--- config.mk ---
export PLATFORM = sky130hd
export DESIGN_NAME = keypad_emulator
export DESIGN_NICKNAME = d
export VERILOG_FILES = /design/src/rtl/keypad_emulator.sv
export SDC_FILE = /design/constraint.sdc
export NUM_CORES = 1
export LEC_CHECK = 0
export ABC_AREA = 1
export CAP_MARGIN = 20
export CORE_ASPECT_RATIO = 1.75
export CORE_UTILIZATION = 60
export CTS_BUF_LIST = sky130_fd_sc_hd__clkbuf_16
export DETAILED_ROUTE_END_ITERATION = 8
export DONT_BUFFER_PORTS = 1
export GPL_TIMING_DRIVEN = 0
export HOLD_SLACK_MARGIN = 0.08
export PLACE_DENSITY = 0.8
export SLEW_MARGIN = 5
export SYNTH_ARGS = -nofsm -noshare
export SYNTH_HDL_FRONTEND = slang
export SYNTH_SLANG_ARGS = --single-unit
--- constraint.sdc ---
create_clock -name clk -period 2.75 [get_ports clk]
set_input_delay 0.55 -clock clk [delete_from_list [all_inputs] [get_ports clk]]
set_output_delay 0.55 -clock clk [all_outputs]
set_load 0.03 [all_outputs]
--- src/rtl/keypad_emulator.sv ---
// Keypad-side model of a 4x4 matrix: closes one row/column contact per scripted press, with LFSR bounce on make and break.
// Latency: keypad_hori follows contact and keypad_vert by one cycle; start is taken only in IDLE and dropped in every other state.
module keypad_emulator #(
    parameter int          BOUNCE_CYCLES = 48000,
    parameter int          HOLD_W        = 24,
    parameter logic [15:0] LFSR_SEED     = 16'hACE1
) (
    input  logic              clk,
    input  logic              reset,
    input  logic              start,
    input  logic [3:0]        key_code,
    input  logic [HOLD_W-1:0] hold_cycles,
    input  logic [3:0]        keypad_vert,
    output logic [3:0]        keypad_hori,
    output logic              busy,
    output logic              done,
    output logic              contact
);

    localparam int BW = (BOUNCE_CYCLES > 1) ? $clog2(BOUNCE_CYCLES) : 1;
    localparam int CW = (BW > HOLD_W) ? BW : HOLD_W;

    typedef enum logic [2:0] {
        S_IDLE,
        S_BOUNCE_IN,
        S_HOLD,
        S_BOUNCE_OUT,
        S_DONE
    } state_t;

    state_t            state;
    logic [CW-1:0]     cnt;
    logic [15:0]       lfsr;
    logic [3:0]        key_lat;
    logic [HOLD_W-1:0] hold_lat;

    logic [15:0] lfsr_nxt;
    logic        bounce_last;
    logic        hold_last;

    // Fibonacci taps 16,14,13,11 shifting toward bit 0.
    assign lfsr_nxt    = {lfsr[0] ^ lfsr[2] ^ lfsr[3] ^ lfsr[5], lfsr[15:1]};
    assign bounce_last = (cnt == CW'(BOUNCE_CYCLES - 1));
    assign hold_last   = (cnt == CW'(hold_lat - HOLD_W'(1)));

    // contact is loaded with the value it must show in the state being entered.
    always_ff @(posedge clk or posedge reset) begin
        if (reset) begin
            state    <= S_IDLE;
            cnt      <= '0;
            lfsr     <= LFSR_SEED;
            key_lat  <= '0;
            hold_lat <= '0;
            busy     <= 1'b0;
            done     <= 1'b0;
            contact  <= 1'b0;
        end else begin
            case (state)
                S_IDLE: begin
                    if (start) begin
                        key_lat  <= key_code;
                        hold_lat <= (hold_cycles == '0) ? HOLD_W'(1) : hold_cycles;
                        cnt      <= '0;
                        busy     <= 1'b1;
                        contact  <= lfsr[0];
                        state    <= S_BOUNCE_IN;
                    end
                end
                S_BOUNCE_IN: begin
                    lfsr <= lfsr_nxt;
                    if (bounce_last) begin
                        cnt     <= '0;
                        contact <= 1'b1;
                        state   <= S_HOLD;
                    end else begin
                        cnt     <= cnt + CW'(1);
                        contact <= lfsr_nxt[0];
                    end
                end
                S_HOLD: begin
                    if (hold_last) begin
                        cnt     <= '0;
                        contact <= lfsr[0];
                        state   <= S_BOUNCE_OUT;
                    end else begin
                        cnt <= cnt + CW'(1);
                    end
                end
                S_BOUNCE_OUT: begin
                    lfsr <= lfsr_nxt;
                    if (bounce_last) begin
                        cnt     <= '0;
                        busy    <= 1'b0;
                        done    <= 1'b1;
                        contact <= 1'b0;
                        state   <= S_DONE;
                    end else begin
                        cnt     <= cnt + CW'(1);
                        contact <= lfsr_nxt[0];
                    end
                end
                S_DONE: begin
                    done  <= 1'b0;
                    state <= S_IDLE;
                end
                default: begin
                    busy    <= 1'b0;
                    done    <= 1'b0;
                    contact <= 1'b0;
                    state   <= S_IDLE;
                end
            endcase
        end
    end

    always_ff @(posedge clk or posedge reset) begin
        if (reset) begin
            keypad_hori <= 4'b0000;
        end else if (contact && keypad_vert[key_lat[1:0]]) begin
            keypad_hori <= 4'b0001 << key_lat[3:2];
        end else begin
            keypad_hori <= 4'b0000;
        end
    end

endmodule

# Word level (Yosys, flattened, before mapping)
# Index checks and enable logic that the tools add are counted.
[classes] addsub=2 multipliers=0 div=0 order_cmp=1 eq_ne=10 shifts=1 mux=23 bitwise=6 n_reduce_logical=13
[op_table] operator="$mux W24" n=4
[op_table] operator="$pmux W24 S3" n=1
[op_table] operator="$add A24 B1 Y24 const B" n=1
[op_table] operator="$eq A24 B16 Y1 const B" n=1
[op_table] operator="$eq A24 B24 Y1" n=1
[op_table] operator="$logic_not A24 Y1" n=1
[op_table] operator="$sub A24 B1 Y24 const B" n=1
[op_table] operator="$mux W3" n=4
[op_table] operator="$pmux W3 S4" n=1
[op_table] operator="$mux W1" n=8
[op_table] operator="$ne A2 B2 Y1 const B" n=4
[op_table] operator="$eq A3 B2 Y1 const B" n=2
[op_table] operator="$reduce_and A2 Y1" n=3
[op_table] operator="$reduce_and A3 Y1" n=2
[op_table] operator="$reduce_or A3 Y1" n=2
[op_table] operator="$pmux W1 S5" n=1
[op_table] operator="$mux W4" n=1
[op_table] operator="$reduce_and A4 Y1" n=1
[op_table] operator="$shl A1 B2 Y4 const A" n=1
[op_table] operator="$eq A3 B1 Y1 const B" n=1
[op_table] operator="$eq A3 B3 Y1 const B" n=1
[op_table] operator="$logic_not A3 Y1" n=1
[op_table] operator="$lt A2 B3 Y1 const B" n=1
[op_table] operator="$not A1 Y1" n=3
[op_table] operator="7 further kinds" n=9
[totals] reg_bits=78 latch_bits=0 ram_bits=0 rom_bits=0 output_inout_bits=7 elab_cells=65 mem_count=0

# Depth between registers and ports, before layout
[depth] ltp_word=4 mapped_depth=18 mapped_depth_nobuf=17

# Worst setup path after synthesis
# Ideal clock, no wire load.
[synth_path] path_type="reg-to-reg" start="register hold_lat[0]" end="register cnt[15]" arrival_time_ps=1877 setup_slack_ps=757 path_stages_with_launch=17 path_buffers=1 cell_sequence="dfrtp_1 -> inv_1 -> ha_1 -> nand2_4 -> nor2_8 -> nand3_2 -> nand2_1 -> o21ai_1 -> nor2_1 -> nand2_1 -> nor2_1 -> nand2_1 -> nand2_2 -> nand2_4 -> buf_6 -> nand2_2 -> nand2_1"
[synth_between] elab_chain_len=4
[synth_lines] item="from (decl)" line_no="35" text="logic [HOLD_W-1:0] hold_lat;"
[synth_lines] item="from (signal assigned)" line_no="62" text="hold_lat <= (hold_cycles == '0) ? HOLD_W'(1) : hold_cycles;"
[synth_lines] item="$sub A24 B1 Y24" line_no="44" text="assign hold_last = (cnt == CW'(hold_lat - HOLD_W'(1)));"
[synth_lines] item="$eq A24 B24 Y1" line_no="44"
[synth_lines] item="$mux W24" line_no="81" text="if (hold_last) begin"
[synth_lines] item="$pmux W24 S3" line_no="58" text="case (state)"
[synth_lines] item="to (signal assigned)" line_no="76" text="cnt <= cnt + CW'(1);"
[synth_lines] item="to (signal assigned)" line_no="86" text="cnt <= cnt + CW'(1);"
[synth_lines] item="to (signal assigned)" line_no="98" text="cnt <= cnt + CW'(1);"
[synth_lines] item="to (decl)" line_no="32" text="logic [CW-1:0] cnt;"
# No other way between the ends.
# A chain may end at the register's enable or synchronous reset.

# Final worst setup path
[layout_path] start="register hold_lat[0]" end="register cnt[19]"
# Same word-level chain as after synthesis.

==> results.cfg <==
[global_route]
grt_pass1_vias = 4798
use_met1 = 0.3383
antenna_found_initial = 0
grtUsageMet2 = 0.6265
grt_pass1_wl_um = 22930
grt.met3_usage = 0.05987
grtUsageTotal = 0.3397
grt-ovfl-total = 0
grt_max_degree = 50
gr-max-usage-layer = met2

[worst_setup_path]
worstSetupPathType = flip-flop to flip-flop
cp_slowest_stage_delay_ps = 400
crit_required_ps = 2980
crit_path_start_kind = flip-flop
path_cells = inv_1 > ha_1 > nand2_4 > nor2_8 > nand3_1 > nand2_1 > nand2_1 > nor2_1 > nand2_1 > nor2_1 > nand2_1 > nand2_2 > nand2_4 > buf_6 > nand2_2 > nand2_1
cpMostUsedCell = nand2_1
r2r_start = hold_lat[0]
crit_start = hold_lat[0]
critPathArrivalTime_ps = 2730
crit_fanout = 10
cp-end-kind = flip-flop
cp_slowest_cell = dfrtp_1

[sta]
skew_ps = 7.081
fin_ws_ps = 256.6
relSlewSlack = 0.5649
rsz0062_at_grt = false
period_needed_ps = 2493
worstMarginPinSlew_ps = 646.7
setup_violations = 0
max_freq_mhz = 401.1
worst_hold_slack_ps = 77.71
setup-tns-final_ps = 0
hold_viol_final = 0
fin_crit_sh = 0.9067
slew_viol_final = 0

[detailed_routing]
viasPerCell = 5.463
num_vias = 4889
finalWirelength_um = 14300
drtIter0Drc = 274
antenna_left = 0
detail_route.first_pass.iterations = 7
routedWlPerCell_um = 15.97
drc = 0

[clock_tree]
cts-root-buf = clkbuf_16
cts.clk_slew.worst_paths_ps = 60
insertion_delay_ps = 340
clock_sinks = 78
cts_htree_levels = 3
post_cts_buffers = 0
cts_buffers = 9
clk_path_buf_depth = 2
ctsHoldBuffers = 0
cts_tree = done
cts_resized = 0

[final_layout]
area_growth_pct = 9.033
nFillCells = 749
fin_nets = 812
drive_gt1_frac = 0.08462
n_antenna_cell = 0
fin_cells = 895
postLayoutCoreUtil = 0.6740

[placement]
dp.cells = 879
detailedPlace.worstSlack_ps = 317.7
numPortBuffers = 0
dpl.hpwl_um = 11320
routabilityCongestion = 0.9702

[yosys]
ys_seq_elements = 78
ys_types = 32
yosysSeqAreaShare = 0.3818
yosys-top-cells-count = nand2_1, inv_1, nor2_1, dfrtp_1, nand3_1
synth_edf_count = 0
async_flop_share = 1.000
synth.largest_area_cell = dfrtp_1
synth.top_cell.area_share = 0.3409
synth_area_per_cell_um2 = 6.735
ys_top_cells_by_area = dfrtp_1, nand2_1, inv_1
netlist_area_um2 = 5139
synth_warnings = 0
synth_cells = 763
synth-main-ff-cell = dfrtp_1
synth_most_common_cell = nand2_1
synth_nets = 800

[power_and_ir_drop]
leakagePower_nw = 2.891
power.density_nw_per_um2 = 457.4
ir_drop_mv = 0.4908

[floorplan]
ios = 42
start_util = 0.6182
die_area_um2 = 8953
num_rows = 44
fp.dieW_um = 71.96
die_height_um = 124.4
core-area_um2 = 8313

[min_path]
hold_path_class = input pin to asynchronous set/reset pin

[outcome]
outcome = complete, no violations

[job]
drv_cap = 0
## metrics by stage
step                      instance area (um2)  total power [mW]
after global placement                   5283             1.410
after CTS                                5603             2.576
after detailed placement                 5313             1.421
final                                    5603             2.563
after global routing                     5603             2.649
after floorplan                          5139             1.362
## cells by family after synthesis
family | synth area share
AND/OR/NAND/NOR | 0.4156
AO/OA/AOI/OAI | 0.04091
adder cells (fa/ha/maj) | 0.004869
buffers and inverters | 0.08352
flip-flops | 0.3818
XOR/XNOR | 0.07329
## sequential cells by signal, indices dropped and copies added, names as in the netlist
register / flops
keypad_hori: 4
contact: 1
key_lat: 4
cnt: 24
busy: 1
done: 1
lfsr: 16
hold_lat: 24
state: 3
## worst paths after layout
kind	to	slack, ps	depth (start not counted)
setup reg to reg	cnt[19]	260	16
max in group asynchronous	hold_lat[18]	2110	2
hold / removal	state[0]	80	1
setup / recovery	cnt[19]	260	16
min in group clk	hold_lat[8]	330	2
hold reg to reg	keypad_hori[0]	460	1
## per-layer routing
| metal | wire length [um] | vias to the layer above | part of all wire |
|---|---|---|---|
| met5 | 0 | - | 0 |
| met4 | 889 | 0 | 0.062 |
| met3 | 500 | 55 | 0.035 |
| met2 | 7821 | 137 | 0.55 |
| met1 | 5085 | 2299 | 0.36 |
| li1 | - | 2398 | - |
## critical path, delay by kind of cell, from the launching register on
| family | cells | cell delay, ps |
|---|---|---|
| buffers and inverters | 2 | 300 |
| DFF | 1 | 400 |
| adders and majority gates | 1 | 270 |
| and+or+nand+nor | 13 | 1410 |
## report_power, final
group          internal [mW]  switching (mW)  leakage [nW]
logic                 0.0622           0.132          1.77
registers               1.17          0.0355         0.983
clock network          0.696           0.465         0.138
## cell type report
class,instances,area (um2),area share
plain buffers,23,110.1,0.01965
clock buffers,9,225.2,0.04020
clock inverters,7,65.06,0.01161
inverters,85,321.6,0.05739
multi-input cells,577,2748,0.4904
flip-flops and latches,78,1962,0.3502
well taps,115,143.9,0.02568
repair buffers,1,27.53,0.004913
## placed cells by master, fill, tap and decap left out, types with 3 or more instances in the layout
cell,instances
nand2_1,299
nand4_1,15
nand3_1,40
nand3b_1,5
xnor2_1,18
clkinv_1,5
nor2_1,75
clkbuf_1,13
nand2_2,14
dfstp_2,8
inv_1,82
nor4_1,14
nor3_1,12
o21ai_0,24
xor2_1,25
nor2_2,11
a21oi_1,8
clkbuf_16,9
dfrtp_1,70
nor2_4,3
buf_2,7
Note: power is estimated with default switching activity, not from simulation.
